**src/rtl/ifu_axi_fetch_if.sv**
```systemverilog
// AXI-Lite read channel bundle between the fetch unit (master)
// and the instruction memory (slave).
interface ifu_axi_fetch_if;
  logic [31:0] m_araddr;
  logic        m_arvalid;
  logic        m_arready;
  logic [31:0] m_rdata;
  logic [1:0]  m_rresp;
  logic        m_rvalid;
  logic        m_rready;

  modport master (
    output m_araddr,
    output m_arvalid,
    input  m_arready,
    input  m_rdata,
    input  m_rresp,
    input  m_rvalid,
    output m_rready
  );

  modport slave (
    input  m_araddr,
    input  m_arvalid,
    output m_arready,
    output m_rdata,
    output m_rresp,
    output m_rvalid,
    input  m_rready
  );
endinterface

```
**src/rtl/ifu_axi_fetch.sv**
```systemverilog
// Single-outstanding instruction fetch over AXI-Lite with
// local misalignment faulting and redirect (flush) handling.
module ifu_axi_fetch #(
  parameter bit ALIGN_CHECK = 1'b1,
  parameter int CNT_W       = 32
) (
  input  logic             clk,
  input  logic             rst,
  input  logic             pc_valid,
  input  logic [31:0]      pc,
  output logic             pc_ready,
  input  logic             flush,
  ifu_axi_fetch_if.master  m,
  output logic [31:0]      inst,
  output logic [31:0]      inst_pc,
  output logic             inst_err,
  output logic             inst_valid,
  input  logic             inst_ready,
  output logic [CNT_W-1:0] fetch_cnt
);

  typedef enum logic [2:0] {
    IDLE,
    AR,
    R,
    OUT,
    DRAIN
  } state_t;

  state_t      state;
  state_t      state_nx;
  logic        kill;
  logic        kill_nx;
  logic [31:0] addr_q;
  logic        accept;
  logic        r_take;
  logic        misal;

  assign misal = ALIGN_CHECK && (pc[1:0] != 2'b00);

  always_ff @(posedge clk) begin
    if (rst) begin
      state <= IDLE;
      kill  <= 1'b0;
    end else begin
      state <= state_nx;
      kill  <= kill_nx;
    end
  end

  // A killed read must still finish its R beat, so flush
  // only reroutes through DRAIN once the address is taken.
  always_comb begin
    state_nx = state;
    kill_nx  = kill;
    pc_ready = 1'b0;
    accept   = 1'b0;
    r_take   = 1'b0;
    unique case (state)
      IDLE: begin
        pc_ready = !flush;
        if (pc_valid && !flush) begin
          accept   = 1'b1;
          state_nx = misal ? OUT : AR;
        end
      end
      AR: begin
        if (flush)
          kill_nx = 1'b1;
        if (m.m_arready)
          state_nx = (kill || flush) ? DRAIN : R;
      end
      R: begin
        if (flush) begin
          state_nx = m.m_rvalid ? IDLE : DRAIN;
        end else if (m.m_rvalid) begin
          r_take   = 1'b1;
          state_nx = OUT;
        end
      end
      OUT: begin
        if (inst_ready || flush)
          state_nx = IDLE;
      end
      DRAIN: begin
        if (m.m_rvalid) begin
          kill_nx  = 1'b0;
          state_nx = IDLE;
        end
      end
      default: state_nx = IDLE;
    endcase
  end

  always_ff @(posedge clk) begin
    if (rst) begin
      addr_q   <= '0;
      inst     <= '0;
      inst_pc  <= '0;
      inst_err <= 1'b0;
    end else begin
      if (accept && misal) begin
        inst     <= '0;
        inst_pc  <= pc;
        inst_err <= 1'b1;
      end else if (accept) begin
        addr_q <= pc;
      end
      if (r_take) begin
        inst     <= m.m_rdata;
        inst_pc  <= addr_q;
        inst_err <= (m.m_rresp != 2'b00);
      end
    end
  end

  always_ff @(posedge clk) begin
    if (rst)
      fetch_cnt <= '0;
    else if (inst_valid && inst_ready)
      fetch_cnt <= fetch_cnt + CNT_W'(1);
  end

  assign m.m_araddr  = addr_q;
  assign m.m_arvalid = (state == AR);
  assign m.m_rready  = (state == R) || (state == DRAIN);
  assign inst_valid  = (state == OUT);

endmodule

```
**src/flat_wrapper.sv**
```systemverilog
// flat-port wrapper written by rule: the top's interface ports become plain ports
module ifu_axi_fetch_flat 
#(
  parameter bit ALIGN_CHECK = 1'b1,
  parameter int CNT_W       = 32
)
  (clk, rst, pc_valid, pc, pc_ready, flush, inst, inst_pc, inst_err, inst_valid, inst_ready, fetch_cnt, m_m_araddr, m_m_arvalid, m_m_arready, m_m_rdata, m_m_rresp, m_m_rvalid, m_m_rready);
  ifu_axi_fetch_if m_i ();
  input  logic clk;
  input  logic rst;
  input  logic pc_valid;
  input  logic [31:0] pc;
  output logic pc_ready;
  input  logic flush;
  output logic [31:0] inst;
  output logic [31:0] inst_pc;
  output logic inst_err;
  output logic inst_valid;
  input  logic inst_ready;
  output logic [CNT_W-1:0] fetch_cnt;
  output wire logic [$bits(m_i.m_araddr)-1:0] m_m_araddr;
  output wire logic [$bits(m_i.m_arvalid)-1:0] m_m_arvalid;
  input wire logic [$bits(m_i.m_arready)-1:0] m_m_arready;
  input wire logic [$bits(m_i.m_rdata)-1:0] m_m_rdata;
  input wire logic [$bits(m_i.m_rresp)-1:0] m_m_rresp;
  input wire logic [$bits(m_i.m_rvalid)-1:0] m_m_rvalid;
  output wire logic [$bits(m_i.m_rready)-1:0] m_m_rready;
  assign m_m_araddr = m_i.m_araddr;
  assign m_m_arvalid = m_i.m_arvalid;
  assign m_i.m_arready = m_m_arready;
  assign m_i.m_rdata = m_m_rdata;
  assign m_i.m_rresp = m_m_rresp;
  assign m_i.m_rvalid = m_m_rvalid;
  assign m_m_rready = m_i.m_rready;
  ifu_axi_fetch #(.ALIGN_CHECK(ALIGN_CHECK), .CNT_W(CNT_W)) u_core (.clk(clk), .rst(rst), .pc_valid(pc_valid), .pc(pc), .pc_ready(pc_ready), .flush(flush), .m(m_i), .inst(inst), .inst_pc(inst_pc), .inst_err(inst_err), .inst_valid(inst_valid), .inst_ready(inst_ready), .fetch_cnt(fetch_cnt));
endmodule
```
**config.mk**
```make
export PLATFORM = sky130hd
export DESIGN_NAME = ifu_axi_fetch_flat
export DESIGN_NICKNAME = d
export VERILOG_FILES = /design/src/rtl/ifu_axi_fetch_if.sv /design/src/rtl/ifu_axi_fetch.sv /design/src/flat_wrapper.sv
export SDC_FILE = /design/constraint.sdc
export NUM_CORES = 1
export LEC_CHECK = 0
export CORE_MARGIN = 4
export CORE_UTILIZATION = 40
export DETAILED_ROUTE_END_ITERATION = 10
export GPL_TIMING_DRIVEN = 1
export PLACE_DENSITY = 0.77
export SLEW_MARGIN = 20
export SYNTH_ARGS = -nofsm -noshare
export SYNTH_HDL_FRONTEND = slang
export SYNTH_SLANG_ARGS = --single-unit
```
**constraint.sdc**
```tcl
create_clock -name clk -period 1.85 [get_ports clk]
set_clock_uncertainty 0.2 [all_clocks]
set_input_delay 0.37 -clock clk [delete_from_list [all_inputs] [get_ports clk]]
set_output_delay 0.37 -clock clk [all_outputs]
set_load 0.01 [all_outputs]
```
==> results_dict.tcl, run 1 <==
set metrics [dict create \
    ys_seq_elements 133 \
    gp_congestion 0.850 \
    fp.dieH_um 126 \
    postRouteAntennaNets 0 \
    syn-mean-instance-area_um2 8.08 \
    cts_tree "yes" \
    final_common_cell "dlygate4sd2_1" \
    syn-cell-area_um2 5590 \
    synth_edf_count 0 \
    cpPeakStageDelay_ns 0.38 \
    crit_path_end_kind "flip-flop" \
    core_um2 13500 \
    die_area_um2 15900 \
    final_nets 1076 \
    n_fill_cell 763 \
    period_minus_slack_ns 2.21 \
    whs_ns 0.203 \
    die_w_um 126 \
    worstSetupStartpointType "flip-flop" \
    layout-drive-gt1-share_pct 40.6 \
    critPathMaxFanout 5 \
    max_slew_margin_pct 49.1 \
    clockBufferDepth 2 \
    multi_input_area_um2 3710 \
    fin_ws_ns -0.360 \
    worst_pin_slew_ns 0.762 \
    r2r_cells 7 \
    htree_levels 4 \
    synth_top_area_share_pct 47.6 \
    min_period_over_period_pct 119 \
    hold_buffers 0 \
    cap_violations 0 \
    grt_max_degree 54 \
    syn_inst 692 \
    ir_worst_vdd_v 0.000725 \
    wl_um 26500 \
    drc 0 \
    portBuffers 205 \
    dp.final_hpwl_um 13000 \
    crit_chain "nor4_4 > buf_4 > and3b_2 > buf_12 > buf_8 > nand2_2 > a311oi_1" \
    critPathKind "flip-flop to flip-flop" \
    mostFrequentLayoutCells "129 x dlygate4sd2_1, 103 x dfxtp_1, 93 x nand2_1, 73 x buf_4, 68 x clkdlybuf4s50_1" \
    hp-start "rst" \
    drv_slew 0 \
    cts_root_buffer "clkbuf_16" \
    synthFlopType "dfxtp_1" \
    synth_top_cell_by_area "dfxtp_1" \
    synth.distinct_cells 45 \
    synth_area_leaders "dfxtp_1 48%, nand2_1 11%, a21oi_1 8.1%" \
    cp_slowest_cell "dfxtp_4" \
    ios 206 \
    ys_seq_area_share_pct 47.6 \
    power_density_nw_per_um2 902 \
    worstHoldPathCells 2 \
    crit_required_ns 1.96 \
    startpoint "u_core.state[2]" \
    initial_utilization_pct 41.6 \
    yosysWarnings 0 \
    n_antenna_cell 0 \
    gr-usage-all-layers_pct 26.5 \
    place_inst 1103 \
    reg2reg_to "u_core.inst_pc[11]" \
    fin_util_pct 80.5 \
    grt_pass1_wl_um 34000 \
    antenna_found_initial 0 \
    wl_per_cell_um 22.3 \
    vias 6950 \
    drt-initial-drc-count 539 \
    violations "negative setup slack" \
    drtPass1Iterations 5 \
    rrSetupSlack_ns -0.36 \
    cts.sinks 133 \
    fmax_mhz 452 \
    fin_cells 1191 \
    overflow 0 \
    status "finished with violations" \
    hp-class "input port to flip-flop" \
    rows 42 \
    grt_pass1_vias 6495 \
    clock_latency_ns 0.43 \
    register_area_um2 2750 \
    r2r_start "u_core.state[2]" \
    syn_nets 766 \
    holdPathEnd "u_core.fetch_cnt[6]" \
    finalHoldViolations 0 \
    worstPathArrival_ns 2.32 \
    setup_violations 119 \
    vias_per_cell 5.84 \
    rsz0062_at_grt "yes" \
    async_reset_ff_share_pct 0 \
    path_clk_slew_ns 0.06 \
    area_growth_pct 93.8 \
    numCtsBuffers 17 \
    leakagePower_nw 4.87 \
]
-- registers in the layout (all words and copies together) (netlist names) --
name,cells
u_core.fetch_cnt,32
u_core.inst,32
u_core.inst_err,1
u_core.inst_pc,32
u_core.kill,1
u_core.m.m_araddr,32
u_core.state,3
-- cell families (layout without fill, tap and decap cells) --
logic type      after synthesis  count (layout)  share of synthesized area [%]
buf+inv                      61             381                           4.72
simple gates                334             337                           28.8
fa+ha+maj                     1               1                          0.224
flops                       133             133                           47.6
compound gates              152             152                           16.9
mux                           2               2                          0.358
xor+xnor                      9               9                           1.41
-- power by group --
| part | internal (mW) | total (mW) | switching [mW] | leakage (nW) |
|---|---|---|---|---|
| clock network | 1.88 | 3.22 | 1.34 | 0.282 |
| registers | 3.10 | 3.31 | 0.214 | 1.10 |
| logic | 1.60 | 3.23 | 1.63 | 3.49 |
-- how the worst max path moves through the flow --
stage / endpoint / slack (ns) / cells past startpoint
final: u_core.inst_pc[11] / -0.36 / 7
after global routing: u_core.m.m_araddr[5] / -0.42 / 9
after CTS: u_core.fetch_cnt[27] / -0.13 / 4
after detailed placement: u_core.fetch_cnt[21] / -0.60 / 5
after global placement: u_core.fetch_cnt[31] / -0.58 / 5
after floorplan: u_core.fetch_cnt[25] / -0.11 / 5
-- cell usage after synthesis (all sizes together), types with 3 or more instances --
cell / number
xnor2: 4
nand2: 169
nand3: 44
and4: 4
nor3: 7
o21ai: 9
nand2b: 4
and2: 3
nand4: 13
or4: 13
xor2: 5
dfxtp: 133
or4b: 4
inv: 5
and3: 3
o31ai: 11
buf: 15
a311oi: 32
o41ai: 4
nor3b: 3
or3: 11
a21oi: 90
nor2: 46
clkbuf: 41
-- layer usage --
layer / routed length, µm / share of wire (%) / track usage (%)
met4: 907 / 3.4 / 8.83
met3: 2520 / 9.5 / 9.70
met2: 13400 / 50 / 45.2
met1: 9740 / 37 / 30.7
met5: 0 / 0 / 0
-- cell type report --
cell class / count / area share (%)
sequential: 133 / 25.3
clock buffer: 19 / 4.09
inverter: 5 / 0.173
tap: 176 / 2.03
clock inverter: 13 / 0.970
multi-input combinational: 501 / 34.3
timing repair buffer: 344 / 33.1
-- critical path, delay by kind of cell (launching register included) --
kind                   cells  cell delay, ns
buffers and inverters      3            0.48
AND/OR/NAND/NOR            3            0.73
flip-flops                 1            0.38
AO/OA/AOI/OAI              1            0.31
-- stage by stage --
stage | worst slack, ns | TNS, ns | cell area, µm² | power, mW
finish | -0.360 | -19.14 | 10800 | 9.77
global route | -0.422 | -26.01 | 10800 | 10.1
CTS | -0.135 | -3.13 | 9710 | 9.06
detailed placement | -0.596 | -55.66 | 8460 | 5.56
global placement | -0.575 | -55.37 | 8460 | 5.53
floorplan | -0.110 | -0.855 | 5720 | 4.41
-- repair_timing --
item                       CTS  global route
setup buffers               22            12
pin swaps                   67           116
cloned                      14            11
setup endpoints to repair  246           124
gates resized for setup    261           206
hold endpoints to repair     0             0
Note: power is estimated with default switching activity, not from simulation.
==> inputs of run 2 (changes only) <==
Settings changed: CAP_MARGIN set to 20, CORE_UTILIZATION 40 to 45, PLACE_DENSITY 0.77 to 0.82.
Clock period 1.85 ns to 2.29 ns, I/O delays scaled along.
==> run 2 against run 1 <==
Net effect:
- sequential cell count stayed put
- non-clock buffer count down 100
- highest routed layer unchanged
- critical path depth shrank 4
- utilization fell by 8.9 points
- combinational power fell by 46%
- power shrank 25%
- the flow now finishes without violations
- critical endpoint is now pc_ready
- register-to-register slack better by 0.48 ns
- design area is 20% lower
- clock power shrank 9.0%
- hold slack better by 0.067 ns
- sequential power decreased by 19%
==> results_dict.tcl, run 2 (synthesis gave the netlist of run 1 again) <==
set metrics [dict create \
    status "finished, final reports clean" \
    grt_pass1_vias 6172 \
    leakagePower_nw 3.03 \
    gp_congestion 0.856 \
    die_w_um 119 \
    cts_setup_buffers 0 \
    r2r_cells 6 \
    hp-start "u_core.m.m_araddr[27]" \
    worst_pin_slew_ns 0.515 \
    overflow 0 \
    cts.sinks 133 \
    n_antenna_cell 0 \
    layout-drive-gt1-share_pct 10.3 \
    whs_ns 0.271 \
    core_um2 12100 \
    mostFrequentLayoutCells "200 x clkdlybuf4s50_1, 168 x nand2_1, 129 x dfxtp_1, 90 x a21oi_1, 46 x nor2_1" \
    worstSetupStartpointType "flip-flop" \
    rows 40 \
    ir_worst_vdd_v 0.000556 \
    final_nets 973 \
    finalHoldViolations 0 \
    htree_levels 4 \
    gr-usage-all-layers_pct 26.2 \
    drv_slew 0 \
    antenna_found_initial 0 \
    period_minus_slack_ns 2.23 \
    setup_tns_ns 0 \
    drc 0 \
    crit_required_ns 1.63 \
    hold_buffers 0 \
    initial_utilization_pct 46.2 \
    cts_root_buffer "clkbuf_16" \
    critPathKind "flip-flop to output pin" \
    critPathMaxFanout 13 \
    min_period_over_period_pct 97.5 \
    grt_pass1_wl_um 30300 \
    clockBufferDepth 2 \
    max_slew_margin_pct 65.6 \
    drtPass1Iterations 6 \
    vias_per_cell 5.59 \
    cap_violations 0 \
    die_area_um2 14300 \
    portBuffers 205 \
    cts_tree "yes" \
    power_mw 7.35 \
    area_growth_pct 55.2 \
    numCtsBuffers 17 \
    setup_violations 0 \
    wl_per_cell_um 17.3 \
    startpoint "u_core.state[0]" \
    rsz0062_at_grt "no" \
    crit_path_end_kind "output pin" \
    fmax_mhz 448 \
    hp-class "flip-flop to flip-flop" \
    postRouteAntennaNets 0 \
    grt_max_degree 63 \
    clock_latency_ns 0.41 \
    dp.final_hpwl_um 12900 \
    worstHoldPathCells 2 \
    path_clk_slew_ns 0.06 \
    ios 206 \
    fin_util_pct 71.6 \
    worstPathArrival_ns 1.57 \
    vias 6030 \
    fp.dieH_um 119 \
    place_inst 1048 \
    wl_um 18700 \
    power_density_nw_per_um2 848 \
    final_common_cell "clkdlybuf4s50_1" \
    r2r_start "u_core.state[0]" \
    drt-initial-drc-count 567 \
    fin_cells 1079 \
]
-- run 2: changes by cell type in the layout (fill, tap and decap cells not counted), moves of 47 or more --
| cell | change |
|---|---|
| clkdlybuf4s50_1 | +132 |
| dlygate4sd2_1 | -125 |
| nand2_1 | +75 |
| a21oi_1 | +53 |
| a21oi_2 | -53 |
| nand2_4 | -47 |
-- run 2: power breakdown --
part           internal [mW]  switching [mW]  total [mW]
sequential              2.52           0.149        2.67
combinational          0.881           0.883        1.76
clock                   1.93           0.994        2.93
total                   5.33            2.03        7.35
-- run 2: critical path: stages, from the launching register on --
cell and delay [ns]:
dfxtp_2 0.35, buf_12 0.14, nor4_4 0.32, dlygate4sd2_1 0.36
-- run 2: what timing repair did --
item,in CTS,in global routing
gates cloned,0,0
hold endpoints to repair,0,0
resized for setup,8,4
endpoints found under the setup margin,4,7
-- run 2: final cells by class --
type | count | area (µm²)
fill | 935 | 3440
inverter | 5 | 18.8
clock buffer | 23 | 488
tap | 168 | 210
timing repair buffer | 244 | 2470
sequential | 133 | 2670
multi-input combinational | 498 | 2680
clock inverter | 8 | 146
-- run 2: path summary, 6_finish.rpt --
| kind | to | slack (ns) |
|---|---|---|
| min | u_core.m.m_araddr[27] | 0.27 |
| max reg2reg | u_core.fetch_cnt[26] | 0.12 |
| min reg2reg | u_core.m.m_araddr[27] | 0.27 |
| max | pc_ready | 0.06 |
-- run 2: routing by layer --
layer / routed length (µm) / vias up / share of wire (%) / global-route usage (%)
met5: 0 / - / 0 / 0
met4: 544 / 0 / 2.9 / 12.7
met3: 1800 / 43 / 9.6 / 10.4
met2: 9380 / 258 / 50 / 44.1
met1: 6960 / 2875 / 37 / 28.8
li1: - / 2854 / - / -
-- run 2: per-stage QoR --
stage,area (µm²),setup WS (ns)
detailed placement,8030,-0.289
global route,8670,0.00606
floorplan,5590,0.200
finish,8670,0.0577
CTS,8660,0.0451
global placement,8030,-0.288
==> inputs of run 3 (changes only) <==
Settings changed: CELL_PAD_IN_SITES_DETAIL_PLACEMENT set to 1, CELL_PAD_IN_SITES_GLOBAL_PLACEMENT set to 2, CORE_UTILIZATION 45 to 25, GPL_TIMING_DRIVEN 1 to 0.
==> run 3 against run 2 <==
Net effect:
- register-to-register slack hardly changed
- sequential share of layout area is 0.18 points lower
- largest power group unchanged
- sequential cell count stayed put
- global-route usage is 8.8 points lower
- combinational power hardly changed
- hold slack worse by 0.10 ns
- design area is 0.98% higher
- largest cell class unchanged
- critical endpoint unchanged
==> results_dict.tcl, run 3 (synthesis gave the netlist of run 1 again) <==
set metrics [dict create \
    period_minus_slack_ns 2.21 \
    drtPass1Iterations 4 \
    max_slew_margin_pct 59.4 \
    cts_root_buffer "clkbuf_16" \
    crit_path_end_kind "output pin" \
    gp_congestion 0.766 \
    fp.dieH_um 158 \
    crit_required_ns 1.63 \
    core_um2 21900 \
    met3_usage_pct 5.77 \
    hold_buffers 0 \
    grt_pass1_vias 6036 \
    critPathKind "flip-flop to output pin" \
    grt_pass1_wl_um 34100 \
    pwr-share-clk_pct 37.7 \
    clockBufferDepth 2 \
    r2r_cells 5 \
    vias_per_cell 4.88 \
    ir_worst_vdd_v 0.000507 \
    layout-drive-gt1-share_pct 11.7 \
    overflow 0 \
    wl_um 22100 \
    crit_family "buffers and inverters" \
    cp.depth 3 \
    final_common_cell "clkdlybuf4s50_1" \
    hp-class "input port to flip-flop" \
    grt-busiest-layer "met2" \
    setup_violations 0 \
    die_area_um2 24800 \
    final_nets 998 \
    worstSetupStartpointType "flip-flop" \
    ios 206 \
    cts.sinks 133 \
    p_sw_mw 2.22 \
    power_density_nw_per_um2 811 \
    portBuffers 204 \
    n_fill_cell 2597 \
    cpPeakStageDelay_ns 0.35 \
    combPwrFrac_pct 25.2 \
    wl_per_cell_um 18.2 \
    fmax_mhz 453 \
    cts_tree "yes" \
    drv_slew 0 \
    postRouteAntennaNets 0 \
    grt_util_met2_pct 28.8 \
    area_growth_pct 56.7 \
    drc 0 \
    netSwitchingFraction_pct 31.3 \
    clock_latency_ns 0.41 \
    leakagePower_nw 3.00 \
    cap_violations 0 \
    rows 54 \
    p_int_mw 4.88 \
    drt-initial-drc-count 207 \
    n_antenna_cell 0 \
    cp_slowest_cell "dlygate4sd2_1" \
    htree_levels 4 \
    worstPathArrival_ns 1.55 \
    vias 5936 \
    critPathMaxFanout 8 \
    gr-usage-all-layers_pct 17.4 \
    p_seq_share_pct 37.1 \
    path_clk_slew_ns 0.06 \
    fin_cells 1217 \
    initial_utilization_pct 25.5 \
    numCtsBuffers 17 \
    gr-usage-met1_pct 22.0 \
    die_w_um 158 \
    place_inst 1176 \
    grt_max_degree 17 \
    mostFrequentLayoutCells "198 x clkdlybuf4s50_1, 168 x nand2_1, 121 x dfxtp_1, 90 x a21oi_1, 46 x nor2_1" \
    dp.final_hpwl_um 16100 \
    min_period_over_period_pct 96.3 \
    status "finished, final reports clean" \
    whs_ns 0.169 \
    antenna_found_initial 1 \
    crit_chain "buf_6 > nor4_4 > dlygate4sd2_1" \
    worstHoldPathCells 3 \
    timing.critical_path.buf_inv 2 \
    worst_pin_slew_ns 0.603 \
    finalHoldViolations 0 \
]
run 3: cell types whose count changed in the layout (fill, tap and decap cells not counted), moves of 5 or more:
| cell | previous run | this run |
|---|---|---|
| buf_4 | 29 | 17 |
| dfxtp_2 | 4 | 12 |
| dfxtp_1 | 129 | 121 |
| inv_6 | 0 | 5 |
| buf_12 | 10 | 0 |
| clkbuf_2 | 0 | 10 |
| clkbuf_1 | 2 | 24 |
| buf_2 | 0 | 7 |
run 3: what timing repair did:
| action | CTS | global route |
|---|---|---|
| resized for setup | 27 | 43 |
| endpoints found under the setup margin | 92 | 88 |
| endpoints found under the hold margin | 0 | 0 |
| setup buffers | 6 | 7 |
| pin swaps | 3 | 2 |
| gates cloned | 0 | 0 |
run 3: through the flow:
step / util (%) / TNS (ns) / setup slack, ns / area (µm²) / power, mW
finish: 40.0 / 0 / 0.0841 / 8760 / 7.11
global route: 40.0 / -0.00588 / -0.00588 / 8760 / 7.48
CTS: 39.5 / 0 / 0.0107 / 8640 / 7.18
detailed placement: 36.5 / -68.00 / -0.802 / 7980 / 4.39
global placement: 36.5 / -68.93 / -0.834 / 7980 / 4.38
floorplan: - / 0 / 0.200 / 5590 / 3.54
run 3: routing by layer:
layer  share of wire, %  wire length, µm  vias to the layer above
li1                   -                -                     2918
met1                 44             9730                     2858
met2                 48            10600                      138
met3                6.5             1430                       20
met4                1.6              363                        2
met5              0.050               11                        -
run 3: power by group through the flow:
stage	logic [mW]	clock network (mW)	registers, mW
floorplan	0.811	0	2.73
global placement	1.70	0	2.68
detailed placement	1.71	0	2.68
CTS	1.79	2.76	2.63
global route	1.95	2.87	2.66
finish	1.79	2.68	2.63
run 3: worst paths after layout:
| path | from | endpoint | slack, ns |
|---|---|---|---|
| worst max-delay path | u_core.state[0] | pc_ready | 0.08 |
| worst max register to register | u_core.fetch_cnt[19] | u_core.fetch_cnt[28] | 0.11 |
| worst min-delay path | rst | u_core.state[2] | 0.17 |
| worst min register to register | u_core.inst[5] | u_core.inst[5] | 0.27 |
run 3: area by class of cell:
class / count / area (µm²) / area share, %
Sequential cell: 133 / 2680 / 30.6
Clock buffer: 17 / 425 / 4.86
Tap cell: 280 / 350 / 4.00
Multi-Input combinational cell: 498 / 2720 / 31.1
Inverter: 5 / 18.8 / 0.214
Buffer: 52 / 290 / 3.31
Timing Repair Buffer: 217 / 2130 / 24.3
Clock inverter: 15 / 148 / 1.69
run 3: worst reg2reg max path, cell delays in order (launching register included):
cell     delay, ns
dfxtp_1       0.43
nand4_1       0.20
buf_4         0.20
nor4_4        0.31
or4b_2        0.62
a21oi_1       0.15
